$ cat config.mk
export PLATFORM = sky130hd
export DESIGN_NAME = ifetch_decode
export DESIGN_NICKNAME = d
export VERILOG_FILES = /design/src/rtl/ifetch_decode.sv
export SDC_FILE = /design/constraint.sdc
export NUM_CORES = 1
export LEC_CHECK = 0
export ABC_AREA = 1
export CORE_AREA = 2 2 101 74
export DETAILED_ROUTE_END_ITERATION = 12
export DIE_AREA = 0 0 103 76
export PLACE_DENSITY = 0.6
export RECOVER_POWER = 25
export SYNTH_ARGS = -nofsm -noshare
export SYNTH_HDL_FRONTEND = slang
export SYNTH_SLANG_ARGS = --single-unit
$ cat constraint.sdc
create_clock -name i_clk -period 2.1 [get_ports i_clk]
set_clock_uncertainty 0.2 [all_clocks]
set_input_delay 0.525 -clock i_clk [delete_from_list [all_inputs] [get_ports i_clk]]
set_output_delay 0.525 -clock i_clk [all_outputs]
set_load 0.005 [all_outputs]
$ cat src/rtl/ifetch_decode.sv
// ifetch_decode: instruction fetch and decode front end for the 16-bit
// minesweeper core. Drives the ROM byte address, registers the returned
// word and slices it into decoded fields for execute. JUMP resolves at
// fetch with no bubble; branches are predicted not-taken and redirected
// when execute reports them taken. HALT freezes fetch until reset.
//
// state   | meaning
// --------+------------------------------------------------------------
// BOOT    | one cycle after reset while ROM output settles; no latch
// RUN     | normal fetch / redirect / stall handling
// HALT    | HALT word was latched; fetch frozen, only reset exits

module ifetch_decode #(
   parameter logic [8:0] RESET_PC = 9'd0
) (
   input  logic        i_clk,
   input  logic        i_reset,
   input  logic        i_stall,
   input  logic        i_taken,
   input  logic [15:0] i_q,
   output logic [9:0]  o_addr,
   output logic        o_ir_valid,
   output logic [9:0]  o_pc_out,
   output logic [3:0]  o_opcode,
   output logic [2:0]  o_rs,
   output logic [2:0]  o_rt,
   output logic [2:0]  o_rd,
   output logic [2:0]  o_funct,
   output logic [15:0] o_imm,
   output logic        o_halted
);

   localparam logic [1:0] ST_BOOT = 2'd0;
   localparam logic [1:0] ST_RUN  = 2'd1;
   localparam logic [1:0] ST_HALT = 2'd2;

   localparam logic [3:0] OP_HALT = 4'b0000;
   localparam logic [3:0] OP_JUMP = 4'b0001;

   logic [1:0]  r_state;
   logic [8:0]  r_pc;
   logic [15:0] r_ir;
   logic [8:0]  r_ir_pc;
   logic        r_ir_valid;
   logic        r_halted;

   logic        w_is_branch;
   logic        w_redirect;
   logic [8:0]  w_target;
   logic [3:0]  w_q_op;

   // Branch opcodes are 10xx; TAKEN only matters for a live branch in IR.
   always_comb begin
      w_is_branch = r_ir_valid && (r_ir[15:14] == 2'b10);
      w_redirect  = i_taken && w_is_branch;
      w_target    = r_ir_pc + 9'd1 + {{3{r_ir[5]}}, r_ir[5:0]};
      w_q_op      = i_q[15:12];
   end

   // Fetch/decode state machine; redirect outranks JUMP/HALT seen on Q.
   always_ff @(posedge i_clk) begin
      if (i_reset) begin
         r_state    <= ST_BOOT;
         r_pc       <= RESET_PC;
         r_ir       <= 16'd0;
         r_ir_pc    <= 9'd0;
         r_ir_valid <= 1'b0;
         r_halted   <= 1'b0;
      end else begin
         case (r_state)
            ST_BOOT: begin
               r_state <= ST_RUN;
            end
            ST_RUN: begin
               if (!i_stall) begin
                  if (w_redirect) begin
                     r_pc       <= w_target;
                     r_ir_valid <= 1'b0;
                  end else begin
                     r_ir       <= i_q;
                     r_ir_pc    <= r_pc;
                     r_ir_valid <= 1'b1;
                     if (w_q_op == OP_JUMP) begin
                        r_pc <= i_q[8:0];
                     end else if (w_q_op == OP_HALT) begin
                        r_state <= ST_HALT;
                     end else begin
                        r_pc <= r_pc + 9'd1;
                     end
                  end
               end
            end
            ST_HALT: begin
               // HALT word stays visible one cycle, then valid drops as halted rises.
               r_ir_valid <= 1'b0;
               r_halted   <= 1'b1;
            end
            default: begin
               r_state <= ST_BOOT;
            end
         endcase
      end
   end

   // Decoded fields are plain slices of the instruction register.
   always_comb begin
      o_addr     = {r_pc, 1'b0};
      o_ir_valid = r_ir_valid;
      o_pc_out   = {r_ir_pc, 1'b0};
      o_opcode   = r_ir[15:12];
      o_rs       = r_ir[11:9];
      o_rt       = r_ir[8:6];
      o_rd       = r_ir[5:3];
      o_funct    = r_ir[2:0];
      o_halted   = r_halted;
      if (r_ir[15:12] == OP_JUMP) begin
         o_imm = {4'd0, r_ir[11:0]};
      end else begin
         o_imm = {{10{r_ir[5]}}, r_ir[5:0]};
      end
   end

endmodule

==> flow_metrics.tcl, run 1 <==
set metrics [dict create \
    area.growth.synth_to_final_pct 41.33 \
    portBuffers 71 \
    vias 2382 \
    drive_gt1_frac 0.1093 \
    cts.sinks 38 \
    grt_overflow 0 \
    grtUsageMet1 0.2720 \
    setup_viol 0 \
    fin_crit_ns 2.027 \
    grt_pass1_wl_um 10710 \
    gp_congestion 0.8898 \
    end_kind "output port" \
    outcome "complete, no violations" \
    hold_viol_final 0 \
    min-delay-path-class "register to register" \
    h-tree-depth 2 \
    cts_tree "yes" \
    routed_via_density 4.590 \
    rsz0062_at_grt "no" \
    place_hpwl_um 5218 \
    cts.hold.buffers_added 0 \
    antenna_found_initial 0 \
    ant_nets 0 \
    fin_crit_sh 0.9651 \
    max_cap_viol_count 0 \
    crit_path_start_kind "register" \
    wl_per_cell_um 13.03 \
    clk_latency_ns 0.29 \
    busiest_layer "met1" \
    p_per_area_mw_per_mm2 625.4 \
    p_leak_nw 1.631 \
    grt_max_degree 33 \
    n_antenna_cell 0 \
    syn_inst 346 \
    row_count 26 \
    clk_pin_slew_ns 0.08 \
    core-area_mm2 0.006962 \
    io_pins 74 \
    synth.distinct_cells 32 \
    netlist_area_mm2 0.002346 \
    dpl_worst_slack_ns -0.1176 \
    dr.pass1.iters 4 \
    crit_type "register to output port" \
    initial_core_util 0.3370 \
    fin_ws_ns 0.07336 \
    ys_warn_count 0 \
    clk_path_buf_depth 2 \
    fin_util 0.4763 \
    synth-seq-cells 38 \
    die_width_um 103 \
    final_nets 450 \
    drv_slew 0 \
    vdd_ir_drop_max_mv 0.2992 \
    drt_iter0_drc 126 \
    die_area_mm2 0.007828 \
    max_freq_ghz 0.4934 \
    cts_buffers 5 \
    grtUsageMet2 0.2383 \
    cp.arrival_ns 1.30 \
    critPathRequiredTime_ns 1.37 \
    use_met3 0.03761 \
    grt_use_total 0.1709 \
    first_global_vias 2149 \
    synth-seq-area-share 0.3243 \
    crit_path_max_fanout 7 \
    drc 0 \
    clock-root-buffer "clkbuf_8" \
    die_y_um 76 \
    syn_area_per_cell_um2 6.780 \
    totalWireLength_um 6765 \
]
report_power, final:
part	total, W	leakage (nW)	internal [W]	switching [W]
Combinational	0.000478	1.25	0.000254	0.000224
Sequential	0.000816	0.314	0.000770	0.0000462
Clock	0.000780	0.0714	0.000507	0.000273
Total	0.00207	1.63	0.00153	0.000543
metrics by stage:
stage          total power, W  hold WS (ns)  cells  setup TNS [ns]  cell area, µm²
2_1_floorplan        0.001074        0.2405    347               0            2350
3_3_place_gp         0.001310        0.2434    510         -0.2658            3136
3_5_place_dp         0.001311        0.2421    510         -0.7315            3136
4_1_cts              0.002097        0.2555    518          -2.422            3286
5_1_grt              0.002182        0.2785    519               0            3316
6_report             0.002074        0.2524    519               0            3316
final cells by class:
cell class	instances	area, µm²
timing repair buffer	89	879.6
clock buffer	6	82.58
fill	736	3646
multi-input combinational	236	1217
inverter	50	190.2
tap	98	122.6
clock inverter	2	60.06
sequential	38	763.2
worst max-delay path, cell delays in order, from the launching register on:
cell and delay, ns:
dfxtp_2 0.35, buf_4 0.16, clkdlybuf4s50_1 0.51
sequential cells by signal, indices dropped and copies added (netlist names):
name / flops
o_halted: 1
o_ir_valid: 1
r_state: 2
r_ir_pc: 9
r_pc: 9
r_ir: 16
cells in the final DEF, fill, tap and decap left out:
cell	n
dlymetal6s2s_1	11
o211ai_1	1
conb_1	2
nand2_1	55
buf_4	13
a21o_1	2
xnor2_1	2
clkbuf_8	6
clkbuf_2	1
nor2_2	2
nand3_1	28
dfxtp_2	2
o21ai_1	7
fa_2	1
ha_1	8
dfxtp_1	36
o21ai_2	1
or2_0	1
nand4_2	1
or2_2	3
o21ai_0	36
clkbuf_1	2
inv_1	45
nor2_4	1
bufinv_16	2
buf_12	1
inv_4	1
nand2_2	2
a21oi_1	31
nand3_2	2
inv_2	3
nor2_1	44
buf_6	1
nand3b_1	1
ha_2	1
xor2_1	2
clkinv_1	1
and3_4	1
clkdlybuf4s50_1	60
nand2_4	1
repair_timing:
| action | 4_1_cts | 5_1_grt |
|---|---|---|
| gates resized for setup | 3 | 19 |
| buffers inserted | 0 | 1 |
| pin swaps | 0 | 1 |
| endpoints found under the setup margin | 10 | 15 |
| hold endpoints to repair | 0 | 0 |
synthesized netlist by cell type:
cell type  count  area share
o211ai_1       1      0.0032
nand2_2        1      0.0027
inv_2          1      0.0016
buf_6          8       0.038
o21ai_1        9       0.019
and3_1         1      0.0027
nor2_1        43       0.069
a21oi_1       31       0.066
xor2_1         2      0.0075
nand2_1       56       0.090
fa_1           1      0.0085
nand3b_1       1      0.0032
buf_4         11       0.035
xnor2_1        2      0.0075
nor2_4         1      0.0048
nand3_2        2      0.0085
inv_4          1      0.0027
clkbuf_1       4      0.0064
nor2_2         3      0.0080
nand2_4        1      0.0048
inv_1         47       0.075
or2_1          1      0.0027
nand4_2        1      0.0053
dfxtp_1       38        0.32
clkinv_1       1      0.0016
conb_1         1      0.0016
a21o_1         2      0.0064
ha_1           9       0.048
or2_2          3      0.0080
o21ai_0       33       0.070
nand3_1       28       0.060
o21ai_2        2      0.0075
worst paths after layout:
| kind | slack [ns] | from | depth (start not counted) | end |
|---|---|---|---|---|
| worst min register to register | 0.25 | o_halted$_SDFFE_PP0P_ | 2 | o_halted$_SDFFE_PP0P_ |
| worst min-delay path | 0.25 | o_halted$_SDFFE_PP0P_ | 2 | o_halted$_SDFFE_PP0P_ |
| worst max register to register | 0.15 | r_ir_pc[0]$_SDFFE_PP0P_ | 11 | r_pc[6]$_SDFFE_PP0P_ |
| worst max-delay path | 0.07 | r_ir[5]$_SDFFE_PP0P_ | 2 | o_rd[2] |
logic make-up after synthesis:
logic type,after synthesis,share of synthesized area
xor gates and xnor gates,4,0.01494
other,1,0.001598
buffers and inverters,73,0.1611
DFF,38,0.3243
and+or+nand+nor,142,0.2688
AOI/OAI and AO/OA,78,0.1728
adders and majority gates,10,0.05653
layer usage:
layer / vias up / share of wire
li1: 1239 / -
met1: 1067 / 0.53
met3: 2 / 0.075
met5: - / 0
met2: 74 / 0.39
met4: 0 / 0.0019
Power figures use the tool's default switching activity.
==> run 2: changes to the inputs <==
--- a/config.mk
+++ b/config.mk
@@ -8,5 +8,5 @@
 export ABC_AREA = 1
-export CORE_AREA = 2 2 101 74
+export CORE_AREA = 8 8 107 80
 export DETAILED_ROUTE_END_ITERATION = 12
-export DIE_AREA = 0 0 103 76
+export DIE_AREA = 0 0 115 88
 export PLACE_DENSITY = 0.6
--- a/constraint.sdc
+++ b/constraint.sdc
@@ -4,2 +4,2 @@
 set_output_delay 0.525 -clock i_clk [all_outputs]
-set_load 0.005 [all_outputs]
+set_load 0.02 [all_outputs]
==> run 2 against run 1 <==
Against the previous run:
- largest power group unchanged
- sequential power decreased by 0.5%
- critical path depth down 1
- cell count increased by 0.77%
- worst setup slack lost 0.023 ns
- worst hold slack improved by 0.00052 ns
- power down 11%
- clock-buffer cell count up 1
- clock power decreased by 39%
- largest cell class unchanged
==> flow_metrics.tcl, run 2 (synthesis results as in run 1) <==
set metrics [dict create \
    routed_via_density 4.755 \
    cts_tree "yes" \
    place_hpwl_um 5668 \
    drive_gt1_frac 0.1365 \
    power.share.sequential 0.438 \
    sw_frac_of_total 0.3279 \
    clockPowerShare 0.257 \
    clk_latency_ns 0.28 \
    outcome "complete, no violations" \
    drc 0 \
    crit_type "register to output port" \
    regMostFlops "r_ir" \
    area.growth.synth_to_final_pct 36.11 \
    crit_path_max_fanout 5 \
    nFillCells 752 \
    cts.hold.buffers_added 0 \
    first_global_vias 2295 \
    grt_use_total 0.1427 \
    p_int_w 0.001244 \
    clk_path_buf_depth 2 \
    finalPower_w 0.001852 \
    dp.cells 516 \
    fin_crit_ns 2.050 \
    crit_path_start_kind "register" \
    final_common_cell "nand2_1" \
    die_y_um 88 \
    max_cap_viol_count 0 \
    hold_viol_final 0 \
    p_leak_nw 1.480 \
    totalWireLength_um 7302 \
    gp_congestion 0.8802 \
    vdd_ir_drop_max_mv 0.2474 \
    initial_core_util 0.3370 \
    antenna_found_initial 0 \
    die_area_mm2 0.01012 \
    row_count 26 \
    stdcell_area_mm2 0.003193 \
    critPathMaxStageDelay_ns 0.63 \
    ant_nets 0 \
    cp.arrival_ns 1.32 \
    grt_max_degree 28 \
    max_freq_ghz 0.4879 \
    clk_pin_slew_ns 0.07 \
    die_width_um 115 \
    reg2reg_slack_ns 0.14 \
    crit_family "buffers and inverters" \
    end_kind "output port" \
    fin_crit_sh 0.9760 \
    fin_util 0.4587 \
    critPathRequiredTime_ns 1.37 \
    crit_path_top_delay_cell "clkdlybuf4s50_1" \
    switchingPower_w 0.0006071 \
    comb_power_share 0.304 \
    drv_slew 0 \
    placed_area_mm2 0.003181 \
    n_antenna_cell 0 \
    dr.pass1.iters 4 \
    p_per_area_mw_per_mm2 579.9 \
    grt_overflow 0 \
    h-tree-depth 2 \
    wl_per_cell_um 13.96 \
    final_nets 455 \
    tns_ns 0 \
    drt_iter0_drc 177 \
    setup_viol 0 \
    io_pins 74 \
    core-area_mm2 0.006962 \
    vias 2487 \
    portBuffers 71 \
    reg.largest.list "r_ir (16), r_ir_pc (9), r_pc (9)" \
    largest_register_ffs 16 \
    finalNonFillerCells 523 \
    cp_cell_sequence "clkdlybuf4s50_1" \
    path_buf_inv 1 \
    cts_buffers 5 \
    clock-root-buffer "clkbuf_8" \
    mostFrequentLayoutCells "55 x nand2_1, 54 x clkdlybuf4s50_1, 46 x inv_1, 43 x nor2_1, 38 x dfxtp_1" \
    min-delay-path-class "register to register" \
    grt_pass1_wl_um 11430 \
    cts.sinks 38 \
]
[run 2: cell count changes in the layout (fill, tap and decap cells not counted), sizes merged]
| cell | delta |
|---|---|
| clkbuf | +3 |
| dlygate4sd2 | +4 |
| clkdlybuf4s50 | -6 |
| buf | +16 |
| bufinv | -2 |
| dlymetal6s2s | -11 |
[run 2: final timing paths]
| check | startpoint | end | cells after the start |
|---|---|---|---|
| setup / recovery | r_pc[5]$_SDFFE_PP0P_ | o_addr[6] | 1 |
| hold / removal | o_halted$_SDFFE_PP0P_ | o_halted$_SDFFE_PP0P_ | 2 |
| setup reg to reg | r_ir_pc[0]$_SDFFE_PP0P_ | r_pc[6]$_SDFFE_PP0P_ | 11 |
| hold reg to reg | o_halted$_SDFFE_PP0P_ | o_halted$_SDFFE_PP0P_ | 2 |
[run 2: stage by stage]
step | hold WS (ns) | worst slack [ns]
after global routing | 0.2927 | -0.005250
after detailed placement | 0.2415 | -0.07409
final | 0.2530 | 0.05047
after CTS | 0.2536 | 0.001887
after global placement | 0.2428 | -0.05597
after floorplan | 0.2835 | 0.04059
[run 2: worst register-to-register path, stage by stage (launching register included)]
cell and delay (ns):
dfxtp_1 0.34, inv_1 0.06, ha_1 0.23, fa_2 0.36
inv_1 0.06, nand2_1 0.06, nand2_2 0.10, nand3_2 0.09
a21oi_2 0.14, nor2_2 0.06, nor2_1 0.10, nor2_1 0.05
[run 2: final cells by class]
type | instances | area [µm²] | area share
repair buffers | 94 | 820.8 | 0.2571
inverters | 50 | 187.7 | 0.05878
multi-input cells | 236 | 1225 | 0.3836
well taps | 98 | 122.6 | 0.03840
clock buffers | 7 | 76.32 | 0.02390
flip-flops and latches | 38 | 760.7 | 0.2382
[run 2: power by group through the flow]
stage                     combinational [W]  clock, W  sequential, W
final                              0.000563  0.000476       0.000812
after global routing               0.000615  0.000531       0.000819
after CTS                          0.000573  0.000490       0.000812
after detailed placement           0.000583         0       0.000828
after floorplan                    0.000275         0       0.000883
after global placement             0.000577         0       0.000827
[run 2: what timing repair did]
| action | in CTS | in global routing |
|---|---|---|
| pin swaps | 0 | 0 |
| resized for setup | 40 | 16 |
| endpoints found under the setup margin | 15 | 13 |
| buffers inserted | 0 | 0 |
[run 2: layer usage]
| metal | track usage | share of wire |
|---|---|---|
| met1 | 0.2006 | 0.52 |
| met2 | 0.2074 | 0.39 |
| met5 | 0 | 0 |
| met4 | 0.02613 | 0.0049 |
| met3 | 0.04545 | 0.085 |
==> run 3: changes to the inputs <==
--- a/constraint.sdc
+++ b/constraint.sdc
@@ -4,2 +4,2 @@
 set_output_delay 0.525 -clock i_clk [all_outputs]
-set_load 0.02 [all_outputs]
+set_load 0.05 [all_outputs]
==> run 3 against run 2 <==
Against the previous run:
- critical path depth is 5 higher
- critical path type unchanged
- the flow now finishes with violations (setup timing)
- sequential cell count stayed put
- global-route usage is 0.41 points higher
- sequential share of layout area hardly changed
- power is 13% higher
- non-clock buffer count is 4 lower
- critical endpoint is now o_imm[15]
- worst hold slack better by 0.0013 ns
==> flow_metrics.tcl, run 3 (synthesis results as in run 1) <==
set metrics [dict create \
    outcome "complete, but fails checks" \
    violations "setup timing" \
    crit_path_start_kind "register" \
    clk_path_buf_depth 2 \
    drt_iter0_drc 123 \
    reg2reg_slack_ns 0.11 \
    die_area_mm2 0.01012 \
    die_y_um 88 \
    p_per_area_mw_per_mm2 639.3 \
    r2r_end "r_pc[6]$_SDFFE_PP0P_" \
    drive_gt1_frac 0.2209 \
    r2r_cells 11 \
    portBuffers 71 \
    multi_input_area_mm2 0.001246 \
    place_hpwl_um 5820 \
    vias 2407 \
    min-delay-path-class "register to register" \
    clk_pin_slew_ns 0.08 \
    row_count 26 \
    h-tree-depth 2 \
    initial_core_util 0.3370 \
    grt_overflow 0 \
    cp_cell_sequence "nor2_1, and3_4, inv_4, nand2_8, clkinvlp_4, buf_8" \
    totalWireLength_um 7370 \
    ant_nets 0 \
    hold_viol_final 0 \
    first_global_vias 2285 \
    tightest_slew_ns 0.6146 \
    fin_crit_ns 2.148 \
    path_buf_inv 3 \
    crit_type "register to output port" \
    fin_util 0.4709 \
    rsz0062_at_grt "yes" \
    tns_ns -0.1866 \
    p_leak_nw 1.503 \
    stdcell_area_mm2 0.003278 \
    cts_tree "yes" \
    hold_path_depth 2 \
    grt_max_degree 33 \
    antenna_found_initial 0 \
    core-area_mm2 0.006962 \
    cp.arrival_ns 1.42 \
    wl_per_cell_um 14.20 \
    area.growth.synth_to_final_pct 39.73 \
    end_kind "output port" \
    mostFrequentLayoutCells "53 x nand2_1, 44 x inv_1, 42 x nor2_1, 35 x buf_4, 33 x o21ai_0" \
    cts.sinks 38 \
    die_width_um 115 \
    final_common_cell "nand2_1" \
    crit_path_max_fanout 7 \
    drc 0 \
    n_antenna_cell 0 \
    setup_viol 4 \
    largest_register_ffs 16 \
    cts.hold.buffers_added 0 \
    fin_crit_sh 1.023 \
    placed_area_mm2 0.003174 \
    grt_use_total 0.1468 \
    drv_slew 0 \
    routed_via_density 4.638 \
    critPathMaxStageDelay_ns 0.34 \
    max_cap_viol_count 0 \
    reg.largest.list "r_ir (16), r_ir_pc (9), r_pc (9)" \
    max_freq_ghz 0.4657 \
    cts_buffers 5 \
    hold-worst-slack_ns 0.2542 \
    crit_path_top_delay_cell "dfxtp_4" \
    io_pins 74 \
    grt_pass1_wl_um 11830 \
    clk_latency_ns 0.29 \
    relSlewSlack 0.5920 \
    crit_family "buffers and inverters" \
    finalPower_w 0.002096 \
    r2r_start "r_ir_pc[0]$_SDFFE_PP0P_" \
    holdPathEnd "o_halted$_SDFFE_PP0P_" \
    vdd_ir_drop_max_mv 0.3215 \
    nFillCells 736 \
    dr.pass1.iters 4 \
    fin_ws_ns -0.04751 \
    critPathRequiredTime_ns 1.37 \
    regArea_um2 782.0 \
    hold_path.startpoint "o_halted$_SDFFE_PP0P_" \
    regMostFlops "r_ir" \
    final_nets 451 \
    clock-root-buffer "clkbuf_8" \
    gp_congestion 0.9073 \
]
run 3: changes by cell type in the layout (fill, tap and decap cells not counted), moves of 4 or more:
cell,before,now
dlygate4sd2_1,4,0
buf_12,1,13
dfxtp_2,0,5
clkbuf_1,6,20
clkdlybuf4s50_1,54,19
buf_4,22,35
buf_8,0,4
dfxtp_1,38,29
buf_2,8,0
dfxtp_4,0,4
run 3: stage by stage:
step | instances | setup slack [ns]
2_1_floorplan | 347 | -0.1022
3_3_place_gp | 508 | -0.1594
3_5_place_dp | 508 | -0.1043
4_1_cts | 517 | -0.05422
5_1_grt | 519 | -0.1336
6_report | 519 | -0.04751
run 3: how the worst max path moves through the flow:
stage                                     start                   end  depth (start not counted)
final                     r_ir[15]$_SDFFE_PP0P_             o_imm[15]                          6
after CTS                 r_ir[15]$_SDFFE_PP0P_             o_imm[15]                          6
after global placement                  i_q[12]  r_pc[6]$_SDFFE_PP0P_                         10
after global routing      r_ir[15]$_SDFFE_PP0P_             o_imm[15]                          6
after floorplan           r_ir[13]$_SDFFE_PP0P_             o_imm[13]                          7
after detailed placement                i_q[12]  r_pc[6]$_SDFFE_PP0P_                         10
run 3: cell type report:
type	count	share of cell area
multi-input cells	236	0.3802
repair buffers	90	0.2576
clock buffers	7	0.02634
inverters	50	0.05992
flip-flops and latches	38	0.2385
well taps	98	0.03740
run 3: repair_timing:
| action | CTS | global route |
|---|---|---|
| resized for setup | 3 | 14 |
| setup buffers | 2 | 2 |
| endpoints found under the hold margin | 0 | 0 |
| gates cloned | 0 | 0 |
| pin swaps | 0 | 1 |
| endpoints found under the setup margin | 10 | 13 |
run 3: worst min-delay path: stages, from the launching register on:
cell and delay, ns:
dfxtp_1 0.32, inv_1 0.05, a21oi_1 0.05
run 3: layer usage:
| metal | wire length, µm | share of wire | global-route usage |
|---|---|---|---|
| met3 | 567 | 0.077 | 0.04408 |
| met5 | 0 | 0 | 0 |
| met4 | 18 | 0.0024 | 0.02494 |
| met2 | 3213 | 0.44 | 0.2228 |
| met1 | 3571 | 0.48 | 0.2015 |
run 3: power by group:
part           internal [W]  total [W]  switching [W]
registers          0.000770   0.000820      0.0000506
logic              0.000273   0.000765       0.000491
clock network      0.000261   0.000511       0.000250
total               0.00130    0.00210       0.000792
